## src/rtl/count_enable_gen.sv

```systemverilog
`default_nettype none
// ============================================================================
// Module      : count_enable_gen
// Description : Upstream stage for the 2-bit synchronous up counters.
//               It turns a raw, possibly bouncing push-button level into the
//               counter toggle-enable `t`. The input is first synchronised
//               with two flip-flops, then debounced, and finally converted to
//               pulses.
//               EDGE mode (mode=0) gives one pulse per debounced press.
//               TICK mode (mode=1) gives a pulse every PRESCALE clocks while
//               the button is held.
// Ports       : clk     - system clock, rising edge
//               rst_n   - synchronous active-low reset
//               btn_in  - raw asynchronous button level, may bounce
//               mode    - 0 = EDGE, 1 = TICK (synchronous to clk)
//               t       - registered count-enable pulse, never two cycles wide
//               btn_db  - registered debounced button level
//               busy    - high while a debounce qualification is in progress
// Revision    : 1.0 - initial release
// ============================================================================
module count_enable_gen #(
  parameter int DEBOUNCE_CYCLES = 4,  // must be >= 2
  parameter int PRESCALE        = 8   // must be >= 2
) (
  input  logic clk,
  input  logic rst_n,
  input  logic btn_in,
  input  logic mode,
  output logic t,
  output logic btn_db,
  output logic busy
);

  localparam int DB_W = $clog2(DEBOUNCE_CYCLES);
  localparam int PS_W = $clog2(PRESCALE);

  localparam logic [DB_W-1:0] C_DB_LAST = DB_W'(DEBOUNCE_CYCLES - 1);
  localparam logic [PS_W-1:0] C_PS_LAST = PS_W'(PRESCALE - 1);

  // Synchroniser
  logic            s1_q;
  logic            s2_q;

  // Debouncer
  logic [DB_W-1:0] db_cnt_q;
  logic [DB_W-1:0] db_cnt_d;
  logic            btn_db_q;
  logic            btn_db_d;
  logic            busy_q;
  logic            busy_d;

  // Pulse generator
  logic            btn_db_prev_q;
  logic            mode_prev_q;
  logic [PS_W-1:0] pre_cnt_q;
  logic [PS_W-1:0] pre_cnt_d;
  logic            t_q;
  logic            t_d;

  logic            w_rise;
  logic            w_mode_chg;
  logic            w_tick_en;
  logic            w_pre_last;

  // --------------------------------------------------------------------------
  // Debouncer: the synchronised level has to differ from btn_db for
  // DEBOUNCE_CYCLES consecutive clocks. Any return to btn_db restarts the
  // qualification from zero.
  // --------------------------------------------------------------------------
  always_comb begin
    db_cnt_d = db_cnt_q;
    btn_db_d = btn_db_q;
    if (s2_q == btn_db_q) begin
      db_cnt_d = '0;
    end else if (db_cnt_q == C_DB_LAST) begin
      btn_db_d = s2_q;
      db_cnt_d = '0;
    end else begin
      db_cnt_d = db_cnt_q + 1'b1;
    end
    // Registered from the next count, so busy lines up with db_cnt itself.
    busy_d = (db_cnt_d != '0);
  end

  // --------------------------------------------------------------------------
  // Pulse generator
  // --------------------------------------------------------------------------
  assign w_rise     = btn_db_q & ~btn_db_prev_q;
  assign w_mode_chg = (mode != mode_prev_q);
  assign w_pre_last = (pre_cnt_q == C_PS_LAST);
  // Ticking also needs the debounced level to stay high on this edge. When
  // btn_db falls on the same edge that pre_cnt reaches its last value, the
  // fall wins and no pulse appears after the release.
  assign w_tick_en  = btn_db_q & btn_db_d;

  always_comb begin
    pre_cnt_d = '0;
    t_d       = 1'b0;
    if (w_mode_chg) begin
      // A mode switch silences this edge in both modes, including a rise.
      pre_cnt_d = '0;
      t_d       = 1'b0;
    end else if (!mode) begin
      t_d = w_rise;
    end else if (w_tick_en) begin
      t_d       = w_pre_last;
      pre_cnt_d = w_pre_last ? '0 : pre_cnt_q + 1'b1;
    end
  end

  // --------------------------------------------------------------------------
  // State registers
  // --------------------------------------------------------------------------
  always_ff @(posedge clk) begin
    if (!rst_n) begin
      s1_q          <= 1'b0;
      s2_q          <= 1'b0;
      db_cnt_q      <= '0;
      btn_db_q      <= 1'b0;
      busy_q        <= 1'b0;
      btn_db_prev_q <= 1'b0;
      mode_prev_q   <= 1'b0;
      pre_cnt_q     <= '0;
      t_q           <= 1'b0;
    end else begin
      s1_q          <= btn_in;
      s2_q          <= s1_q;
      db_cnt_q      <= db_cnt_d;
      btn_db_q      <= btn_db_d;
      busy_q        <= busy_d;
      btn_db_prev_q <= btn_db_q;
      mode_prev_q   <= mode;
      pre_cnt_q     <= pre_cnt_d;
      t_q           <= t_d;
    end
  end

  assign t      = t_q;
  assign btn_db = btn_db_q;
  assign busy   = busy_q;

endmodule
`default_nettype wire

```

## config.mk

```make
export PLATFORM = sky130hd
export DESIGN_NAME = count_enable_gen
export DESIGN_NICKNAME = d
export VERILOG_FILES = /design/src/rtl/count_enable_gen.sv
export SDC_FILE = /design/constraint.sdc
export NUM_CORES = 1
export LEC_CHECK = 0
export CAP_MARGIN = 10
export CORE_MARGIN = 1.5
export CORE_UTILIZATION = 30
export CTS_CLUSTER_SIZE = 8
export DETAILED_ROUTE_END_ITERATION = 12
export GPL_ROUTABILITY_DRIVEN = 1
export PLACE_DENSITY = 0.53
export SLEW_MARGIN = 20
export SYNTH_ARGS = -nofsm -noshare
export SYNTH_HDL_FRONTEND = slang
export SYNTH_SLANG_ARGS = --single-unit
```

## constraint.sdc

```tcl
create_clock -name clk -period 1.26 [get_ports clk]
set_input_delay 0.126 -clock clk [delete_from_list [all_inputs] [get_ports clk]]
set_output_delay 0.126 -clock clk [all_outputs]
set_load 0.05 [all_outputs]
```

==> impl.org <==
** Floorplan
- The die is 40.7 µm tall.
- The total area inside the core boundary comes to 1320 µm².
- Row count :: 13
- During I/O placement, the number of pins put on the boundary was 7.
- The floorplan step set the die width to 40.7 µm.
- Initial Util :: 0.323
- Die ar. :: 1650 µm²

** Cells and area
- At the end of the flow the core is filled with cells to 0.444.
- Of the cells placed in the final design, the portion with a size suffix greater than 1 is 0.306.
- The net count of the finished layout is 57.
- ANT cells :: 0
- Compared with the post-synthesis result, the final layout area differs by 37.6%.
- Area of all placed cells without fillers :: 586 µm²
- The finished layout holds 64 standard cells, fillers aside.

** STA
- Post-route fraction of the period consumed by the critical path :: 0.899
- The number of pins with negative max-slew slack in the final report came to 0.
- For the final routed database, the setup TNS stands at 0 ns.
- Headroom to the max-slew limit :: 0.824
- The worst path in the final design needs a cycle of 1.13 ns, including I/O delays and setup.
- Tightest Pin Transition :: 0.264 ns
- Setup repair after global routing left no endpoint under its margin.
- Derived from the worst setup path, the maximum achievable clock frequency is 882 MHz.
- Largest clock skew in the final design :: 0.00135 ns
- Setup-failing EPs final :: 0
- Number of hold violations in the final report :: 0

** Detailed routing
- Pre-Repair DR Iteration Count :: 3
- Initial drt markers :: 1
- Using the TritonRoute via totals, the vias-per-cell ratio works out to 4.50.
- After detailed routing, the total wire length is 644 µm.
- Post-detailed-route DRC marker count :: 0
- Average wire length per cell after detail routing :: 10.1 µm
- Detailed-route via count :: 288
- In this run the remaining antenna-violating nets after routing total 0.

** Placement
- # placed instances :: 60
- The HPWL after detailed placement is 509 µm.
- Final GP Congestion :: 0.638
- Input and output buffers added on the ports amount to 6.
- After detailed placement, the total cell area comes to 549 µm².

** GRT
- In the global route stage, overall resource usage came out at 0.119.
- Entering global routing, the biggest net connects 8 pins.
- The number of antenna violations at the first check in global routing is 0.
- Leftover overflow at the end of global routing :: 0
- The via count of the first global-routing pass is 270.
- The first global-routing pass estimated 1.15 mm of wire.

** Pwr
- VDD sags by at most 492 µV.
- Power spread over the standard cell area amounts to 1240 nW/µm².
- Leakage component of the power :: 0.266 nW

** Worst setup path
- Worst Setup Start Kind :: register
- Top delay family on crit path :: adder cells
- Arrival time worst endpoint :: 1.36 ns
- Worst path bufs/invs :: 0
- In this run the worst path has a maximum fanout of 3.
- Highest cell delay on the worst timing path :: 0.32 ns
- The signal on the critical path passes through ha_1, ha_1, nor3_2, and2_1.
- Kind of end point of the critical path :: register
- Type of the worst setup path :: register to register
- In this design, the critical path's most frequently occurring cell is sky130_fd_sc_hd__ha_1.
- On the critical path, the stage with the largest delay is an instance of sky130_fd_sc_hd__dfxtp_1.
- Data on the critical path is required at its endpoint by 1.48 ns.

** CTS
- Setup repair bufs after CTS :: 0
- CTS placed an instance of sky130_fd_sc_hd__clkbuf_4 at the clock tree root.
- CTS hold repair buffers :: 0
- Max H-tree Level :: 1
- For the worst-skew pair, the clock arrives at the later sink with an insertion delay of 0.27 ns.
- Clock-pin slew was measured on the worst setup and hold paths at 0.07 ns.
- TritonCTS built the clock tree.
- Total clock sinks :: 12
- TritonCTS Buffers :: 3
- Post_cts resized :: 0
- Deepest clock path buffer count :: 2

** Synth
- Count leader, synth :: sky130_fd_sc_hd__dfxtp_1
- Yosys reg bits :: 12
- Fraction of synthesis flops using an asynchronous set or reset pin :: 0
- Post-Synthesis Cell Area :: 425 µm²
- Yosys Warn Count :: 0
- When the netlist entered floorplanning its net count stood at 44.
- Counting flops with a built-in enable in the synthesized netlist gives 0.
- Fraction of synthesized cell area taken by the top area cell type :: 0.565
- Seq/Total Area, Yosys :: 0.565
- Avg Cell Area, Syn :: 11.5 µm²
- Main area contributors after synthesis :: sky130_fd_sc_hd__dfxtp_1, sky130_fd_sc_hd__ha_1, sky130_fd_sc_hd__and2_2
- Primary flip-flop cell chosen by synthesis mapping :: sky130_fd_sc_hd__dfxtp_1
- The synthesized design spends more area on one cell type than any other, namely sky130_fd_sc_hd__dfxtp_1.
- The number of different library cells used by synthesis comes to 16.
- After technology mapping, the gate count stands at 37.
- Cell types with the highest counts after synthesis :: sky130_fd_sc_hd__dfxtp_1, sky130_fd_sc_hd__and2_2, sky130_fd_sc_hd__nor2_1

** Run status
- Run status :: finished clean

** Min path
- Tightest Hold Check Type :: input port to register

** Flow run
- Count of maximum capacitance violations :: 0
==> kinds of logic after synthesis <==
| logic type | count (synthesis) | share of synthesized area |
|---|---|---|
| AND/OR/NAND/NOR | 19 | 0.282 |
| flip-flops | 12 | 0.565 |
| adder cells (fa/ha/maj) | 3 | 0.0882 |
| AO/OA/AOI/OAI | 1 | 0.0206 |
| XOR/XNOR | 1 | 0.0206 |
| multiplexers | 1 | 0.0235 |
==> area by class of cell <==
class                   instances  area [µm²]
repair buffers                  8         105
fillers                       124         732
clock buffers                   4        36.3
flip-flops and latches         12         240
multi-input cells              25         185
well taps                      15        18.8
==> worst register-to-register path: stages (launching register included) <==
cell and delay [ns]:
sky130_fd_sc_hd__dfxtp_1 0.32, sky130_fd_sc_hd__ha_1 0.20, sky130_fd_sc_hd__ha_1 0.22, sky130_fd_sc_hd__nor3_2 0.20, sky130_fd_sc_hd__and2_1 0.14
==> flip-flops by register name, summed over array words and instances, names as in the netlist <==
signal / cells
btn_db_prev_q: 1
pre_cnt_q: 3
s1_q: 1
t: 1
db_cnt_q: 2
mode_prev_q: 1
s2_q: 1
btn_db: 1
busy: 1
==> cells in the final DEF, fill, tap and decap left out, types with 2 or more instances in the layout <==
master	n
sky130_fd_sc_hd__clkbuf_4	3
sky130_fd_sc_hd__nor2_1	4
sky130_fd_sc_hd__and2_1	2
sky130_fd_sc_hd__clkdlybuf4s50_1	3
sky130_fd_sc_hd__buf_4	2
sky130_fd_sc_hd__buf_12	3
sky130_fd_sc_hd__dfxtp_1	12
sky130_fd_sc_hd__and2_2	4
sky130_fd_sc_hd__ha_1	3
sky130_fd_sc_hd__nor3_1	2
==> path summary, 6_finish.rpt <==
kind                              startpoint  depth (start not counted)  slack [ns]           end
worst max-delay path            pre_cnt_q[0]                          4        0.13  pre_cnt_q[1]
worst min-delay path                  btn_in                          2        0.45          s1_q
worst max register to register  pre_cnt_q[0]                          4        0.13  pre_cnt_q[1]
worst min register to register  pre_cnt_q[0]                          1        0.45  pre_cnt_q[0]
==> per-stage QoR <==
| step | setup slack [ns] | hold slack, ns | total power (W) |
|---|---|---|---|
| after floorplan | 0.0252 | 0.254 | 0.000409 |
| after global placement | 0.0962 | 0.418 | 0.000429 |
| after detailed placement | 0.0511 | 0.444 | 0.000430 |
| after CTS | 0.116 | 0.439 | 0.000739 |
| after global routing | 0.0461 | 0.465 | 0.000755 |
| final | 0.127 | 0.447 | 0.000727 |
==> where the power goes <==
part / switching, W / internal, W
combinational: 0.0000118 / 0.0000197
clock: 0.000131 / 0.000176
sequential: 0.00000374 / 0.000385
==> per-layer routing <==
layer / track usage / vias up / routed length [µm]
met5: 0 / - / 0
met4: 0.125 / 0 / 19
met3: 0.0543 / 2 / 37
met2: 0.167 / 8 / 295
met1: 0.127 / 128 / 292
li1: - / 150 / -
Power figures use the tool's default switching activity.
